[src/rtl/q_table_updater.sv]
// q_table_updater
//   Owns the Q-table (N_STATES rows of four signed Q8.8 entries). Two jobs:
//   - Serves one packed Q row per cycle to the policy generator.
//   - Applies one Q-learning update per accepted start pulse:
//       Q(s,a) += alpha * (r + gamma * max Q(s',*) - Q(s,a))
//     The update runs through IDLE->FETCH->TARGET->DELTA->WRITE->DONE.
//
// Ports
//   clk, rst        clock; asynchronous active-high reset (clears the table too)
//   rd_state        row to present on rd_q_values (1-cycle latency)
//   rd_q_values     {a3,a2,a1,a0}, 16-bit signed Q8.8 each; 0 when rd_state is out of range
//   start           update request, honoured only in IDLE
//   state/action/next_state/terminal/reward/alpha/gamma
//                   transition fields, sampled together with start
//   busy            high outside IDLE
//   done            one-cycle pulse after the table write
//   error           one-cycle pulse when a request is rejected
//
// Build option
//   Q_SATURATE_EN   when defined, target/delta/new Q saturate to 16-bit signed
//                   limits; otherwise they wrap to their low 16 bits.
module q_table_updater #(
  parameter int N_STATES = 16,
  parameter int SW       = 4
) (
  input  logic          clk,
  input  logic          rst,
  input  logic [SW-1:0] rd_state,
  output logic [63:0]   rd_q_values,
  input  logic          start,
  input  logic [SW-1:0] state,
  input  logic [3:0]    action,
  input  logic [SW-1:0] next_state,
  input  logic          terminal,
  input  logic [15:0]   reward,
  input  logic [15:0]   alpha,
  input  logic [15:0]   gamma,
  output logic          busy,
  output logic          done,
  output logic          error
);

  typedef enum logic [2:0] {
    S_IDLE, S_FETCH, S_TARGET, S_DELTA, S_WRITE, S_DONE
  } fsm_t;

  fsm_t                st_q;
  logic                busy_q, done_q, error_q;
  logic [63:0]         rd_q;
  logic [3:0][15:0]    tbl_q [N_STATES];

  logic [SW-1:0]       s_q, sn_q;
  logic [1:0]          a_q;
  logic                term_q;
  logic signed [15:0]  reward_q;
  logic [15:0]         alpha_q, gamma_q;
  logic signed [15:0]  q_sa_q, maxq_q, target_q, delta_q;

  logic signed [15:0]  q_sa_d, maxq_d, target_d, delta_d, newq_d;
  logic signed [31:0]  g_prod, a_prod;
  logic                req_ok;

  // Reduce a 32-bit intermediate to a 16-bit Q8.8 result.
  function automatic logic signed [15:0] sat16(input logic signed [31:0] v);
`ifdef Q_SATURATE_EN
    if (v > 32'sd32767)       return 16'sh7FFF;
    else if (v < -32'sd32768) return 16'sh8000;
    else                      return 16'(v);
`else
    return 16'(v);
`endif
  endfunction

  function automatic logic signed [15:0] row_max(input logic [3:0][15:0] r);
    logic signed [15:0] m;
    m = $signed(r[0]);
    for (int i = 1; i < 4; i++)
      if ($signed(r[i]) > m) m = $signed(r[i]);
    return m;
  endfunction

  function automatic logic [1:0] act_idx(input logic [3:0] a);
    case (a)
      4'b0010: return 2'd1;
      4'b0100: return 2'd2;
      4'b1000: return 2'd3;
      default: return 2'd0;
    endcase
  endfunction

  function automatic logic in_range(input logic [SW-1:0] s);
    return int'(s) < N_STATES;
  endfunction

  assign req_ok = $onehot(action) && in_range(state) && in_range(next_state);

  // FETCH: both reads come from the pre-update table, so a self-loop sees old values.
  assign q_sa_d = $signed(tbl_q[s_q][a_q]);
  assign maxq_d = term_q ? 16'sd0 : row_max(tbl_q[sn_q]);

  // TARGET: alpha/gamma are unsigned, so zero-extend before the signed multiply.
  assign g_prod   = $signed({16'd0, gamma_q}) * 32'(maxq_q);
  assign target_d = sat16(32'(reward_q) + (g_prod >>> 8));

  // DELTA
  assign delta_d  = sat16(32'(target_q) - 32'(q_sa_q));

  // WRITE
  assign a_prod   = $signed({16'd0, alpha_q}) * 32'(delta_q);
  assign newq_d   = sat16(32'(q_sa_q) + (a_prod >>> 8));

  // Control, table and read port.
  always_ff @(posedge clk or posedge rst) begin
    if (rst) begin
      st_q    <= S_IDLE;
      busy_q  <= 1'b0;
      done_q  <= 1'b0;
      error_q <= 1'b0;
      rd_q    <= '0;
      for (int i = 0; i < N_STATES; i++) tbl_q[i] <= '0;
    end else begin
      done_q  <= 1'b0;
      error_q <= 1'b0;
      // Non-blocking read gives read-before-write on the WRITE edge.
      rd_q    <= in_range(rd_state) ? tbl_q[rd_state] : '0;
      case (st_q)
        S_IDLE: begin
          if (start) begin
            if (req_ok) begin
              st_q   <= S_FETCH;
              busy_q <= 1'b1;
            end else begin
              error_q <= 1'b1;
            end
          end
        end
        S_FETCH:  st_q <= S_TARGET;
        S_TARGET: st_q <= S_DELTA;
        S_DELTA:  st_q <= S_WRITE;
        S_WRITE: begin
          tbl_q[s_q][a_q] <= newq_d;
          st_q            <= S_DONE;
          done_q          <= 1'b1;
        end
        S_DONE: begin
          st_q   <= S_IDLE;
          busy_q <= 1'b0;
        end
        default: begin
          st_q   <= S_IDLE;
          busy_q <= 1'b0;
        end
      endcase
    end
  end

  // Datapath registers: no reset, only meaningful while busy.
  always_ff @(posedge clk) begin
    if (st_q == S_IDLE && start) begin
      s_q      <= state;
      sn_q     <= next_state;
      a_q      <= act_idx(action);
      term_q   <= terminal;
      reward_q <= $signed(reward);
      alpha_q  <= alpha;
      gamma_q  <= gamma;
    end
    if (st_q == S_FETCH) begin
      q_sa_q <= q_sa_d;
      maxq_q <= maxq_d;
    end
    if (st_q == S_TARGET) target_q <= target_d;
    if (st_q == S_DELTA)  delta_q  <= delta_d;
  end

  assign rd_q_values = rd_q;
  assign busy        = busy_q;
  assign done        = done_q;
  assign error       = error_q;

endmodule

[config.mk]
export PLATFORM = sky130hd
export DESIGN_NAME = q_table_updater
export DESIGN_NICKNAME = d
export VERILOG_FILES = /design/src/rtl/q_table_updater.sv
export SDC_FILE = /design/constraint.sdc
export NUM_CORES = 2
export LEC_CHECK = 0
export BUFFER_PORTS_ARGS = -buffer_cell sky130_fd_sc_hd__buf_4
export CAP_MARGIN = 20
export CORE_MARGIN = 2
export CORE_UTILIZATION = 65
export CTS_CLUSTER_DIAMETER = 200
export CTS_CLUSTER_SIZE = 12
export DETAILED_ROUTE_END_ITERATION = 10
export HOLD_SLACK_MARGIN = 0.03
export PLACE_DENSITY = 0.82
export SLEW_MARGIN = 20
export SYNTH_ARGS = -nofsm -noshare
export SYNTH_HDL_FRONTEND = slang
export SYNTH_SLANG_ARGS = --single-unit
[constraint.sdc]
create_clock -name clk -period 42.5 [get_ports clk]
set_clock_uncertainty 0.2 [all_clocks]
set_input_delay 4.25 -clock clk [delete_from_list [all_inputs] [get_ports clk]]
set_output_delay 4.25 -clock clk [all_outputs]
set_load 0.05 [all_outputs]
==> reports/metrics.csv <==
stage;metric;value;unit
drt;wl_per_cell;29.2;um
critical_path;critical_path_required;42820;ps
synth;synth_ff_type;dfrtp_1;
flow_run;cap_violations;0;
sta;post-route-period-util;26.4;%
floorplanning;core_area;126000;um^2
critical_path;r2r_cells;34;
synth;synth_compound_area_share;7.32;%
drt;drtPass1Iterations;9;
synth;syn_inst;6915;
layout;fin_nets;7356;
floorplanning;floorplan.rows;130;
critical_path;crit_path_start;sn_q[0];
synth;ys_seq_area_share;37.5;%
run_status;status;completed;
synth;post-synth-top-count-cell;nand2_1;
clock_tree;clkTransAtPathRegs;70;ps
critical_path;path_max_fanout;47;
sta;worst_pin_slew;1090;ps
global_route;grt_overflow;0;
placed_design;io_buffers;134;
critical_path;end_kind;flip-flop;
clock_tree;postCtsHoldBufs;0;
sta;finalHoldViolCount;0;
layout;post-route-util;69.7;%
clock_tree;cts.path.max_buffers;3;
sta;timing.setup.tns;0;ps
critical_path;path_class;reg2reg;
layout;layout-drive-gt1-share;22.6;%
synth;synth_common_cells;nand2_1, dfrtp_1, mux4_2;
drt;drt_iter0_drc;7578;
clock_tree;post-cts-setup-buffers;0;
global_route;grt_antenna_before_repair;17;
drt;routed_wl;244000;um
placed_design;detailed_place_hpwl;153000;um
clock_tree;htreeDepth;3;
layout;fillerInstances;8177;
floorplanning;ios;135;
sta;grt_setup_unrepaired;false;
sta;slew-limit-headroom;27.0;%
synth;ys_types;80;
global_route;grt_pass1_wl;375000;um
critical_path;cp.arrival;11520;ps
critical_path;r2r-start;sn_q[0];
synth;syn-num-nets;7572;
clock_tree;clock-root-buffer;clkbuf_16;
sta;setup_viol;0;
synth;synth_adder_area_share;12.0;%
worst_hold_path;hold_class;reg2reg;
drt;ant_nets;0;
floorplanning;die_height;361;um
synth;synth_top_family_by_area;multiplexers;
floorplanning;chipWidth;361;um
sta;fmaxAchievable;89.3;MHz
placed_design;pre_cts_ws;31130;ps
global_route;grt_max_degree;167;
critical_path;max_stage_delay;890;ps
synth;synth.area.top_cells;dfrtp_1, mux4_2, fa_1;
clock_tree;clk_latency;790;ps
synth;synth_simple_gate_area_share;8.61;%
synth;ys_ff_latch;1217;
clock_tree;clock-sinks;1217;
global_route;track_usage;38.6;%
synth;syn_area_per_cell;12.0;um^2
synth;yosys_warnings;0;
critical_path;cp_slowest_cell;buf_4;
sta;post-route-min-period;11200;ps
sta;setup_ws;31300;ps
layout;syn_to_final_growth;6.12;%
critical_path;reg2reg_slack;31300;ps
clock_tree;cts_resized;0;
synth;async_flop_share;89.9;%
critical_path;critPathLaunchType;flip-flop;
synth;synth_xor_area_share;1.07;%
drt;drc_errors;0;
synth;synth_top_cell_by_area;dfrtp_1;
clock_tree;cts_inserted_buffers;111;
sta;drv_slew;0;
drt;avgViaCountPerCell;7.15;
critical_path;worstReg2RegEnd;maxq_q[5];
sta;whs;321;ps
floorplanning;die_area;130000;um^2
synth;synth_top_area_share;33.1;%
synth;synth_edf_count;123;
placed_design;gp_congestion;0.966;
critical_path;endpoint;maxq_q[5];
clock_tree;cts_tree;yes;
synth;synthMuxAreaShare;28.4;%
synth;syn_area;82800;um^2
global_route;grt_pass1_vias;62400;
drt;vias;59900;
floorplanning;start_util;65.7;%
## layout by cell type, fill, tap and decap left out, types with 14 or more instances in the layout
master     instances
a21o_1            28
a21oi_1           59
and2_1           167
buf_4            245
clkbuf_1          24
clkbuf_16        112
dfrtp_1         1094
edfxtp_1         123
fa_1             339
ha_1             248
inv_1            487
mux2_2           129
mux2i_1           16
mux4_2           957
nand2_1         1285
nand2b_1          29
nand3_1           30
nand4_1           15
nor2_1            62
nor3_1            29
o21ai_0          940
o311ai_1          14
xnor2_1           66
xor2_1            22
## worst min path at each step
stage          startpoint    endpoint  slack, ps  cells past startpoint
2_1_floorplan  tbl_q[322]  tbl_q[322]        270                      2
3_3_place_gp   tbl_q[867]  tbl_q[867]        290                      2
3_5_place_dp   tbl_q[830]  tbl_q[830]        310                      2
4_1_cts        tbl_q[830]  tbl_q[830]        320                      2
5_1_grt              busy        busy        340                      1
6_report             busy        busy        320                      1
## routing by layer
layer / global-route usage, % / vias up / part of all wire, % / wire, um
met1: 48.0 / 30200 / 33 / 81400
met4: 24.5 / 28 / 7.7 / 18900
met2: 59.4 / 4271 / 46 / 113000
li1: - / 24300 / - / -
met5: 0 / - / 0.085 / 207
met3: 12.0 / 1133 / 13 / 31000
## critical path, delay by kind of cell, from the launching register on
| kind | cells | cell delay (ps) |
|---|---|---|
| AO/OA/AOI/OAI | 9 | 2690 |
| adder cells (fa/ha/maj) | 3 | 920 |
| buffers and inverters | 5 | 2240 |
| flip-flops | 1 | 360 |
| multiplexers | 4 | 1620 |
| AND/OR/NAND/NOR | 13 | 2880 |
## sequential cells by signal, summed over array words and instances (netlist names), 2 cells and up
register / cells
s_q: 4
st_q: 3
tbl_q: 1024
maxq_q: 16
q_sa_q: 16
alpha_q: 16
target_q: 16
sn_q: 4
rd_q_values: 64
gamma_q: 16
delta_q: 16
a_q: 2
reward_q: 16
## layout make-up
| cell class | count | area [um^2] | share of cell area, % |
|---|---|---|---|
| Timing Repair Buffer | 260 | 2090 | 2.38 |
| Sequential cell | 1217 | 31100 | 35.4 |
| Clock inverter | 6 | 114 | 0.130 |
| Clock buffer | 136 | 2890 | 3.29 |
| Inverter | 489 | 1840 | 2.10 |
| Multi-Input combinational cell | 4620 | 47700 | 54.4 |
| Antenna cell | 2 | 5.00 | 0.00570 |
| Tap cell | 1650 | 2060 | 2.35 |
## cells by family after synthesis
logic type | count (synthesis)
fa+ha+maj | 589
compound gates | 1126
buf+inv | 1078
mux | 1115
simple gates | 1689
flops | 1217
xor+xnor | 101
## stage by stage
| step | instances | cell area [um^2] |
|---|---|---|
| floorplan | 6915 | 82800 |
| global placement | 8235 | 84800 |
| detailed placement | 8235 | 84800 |
| CTS | 8377 | 87800 |
| global route | 8378 | 87800 |
| finish | 8380 | 87800 |
Power is not shown: default switching activity piles up to over one toggle a cycle in this logic, so the estimate is an artifact.
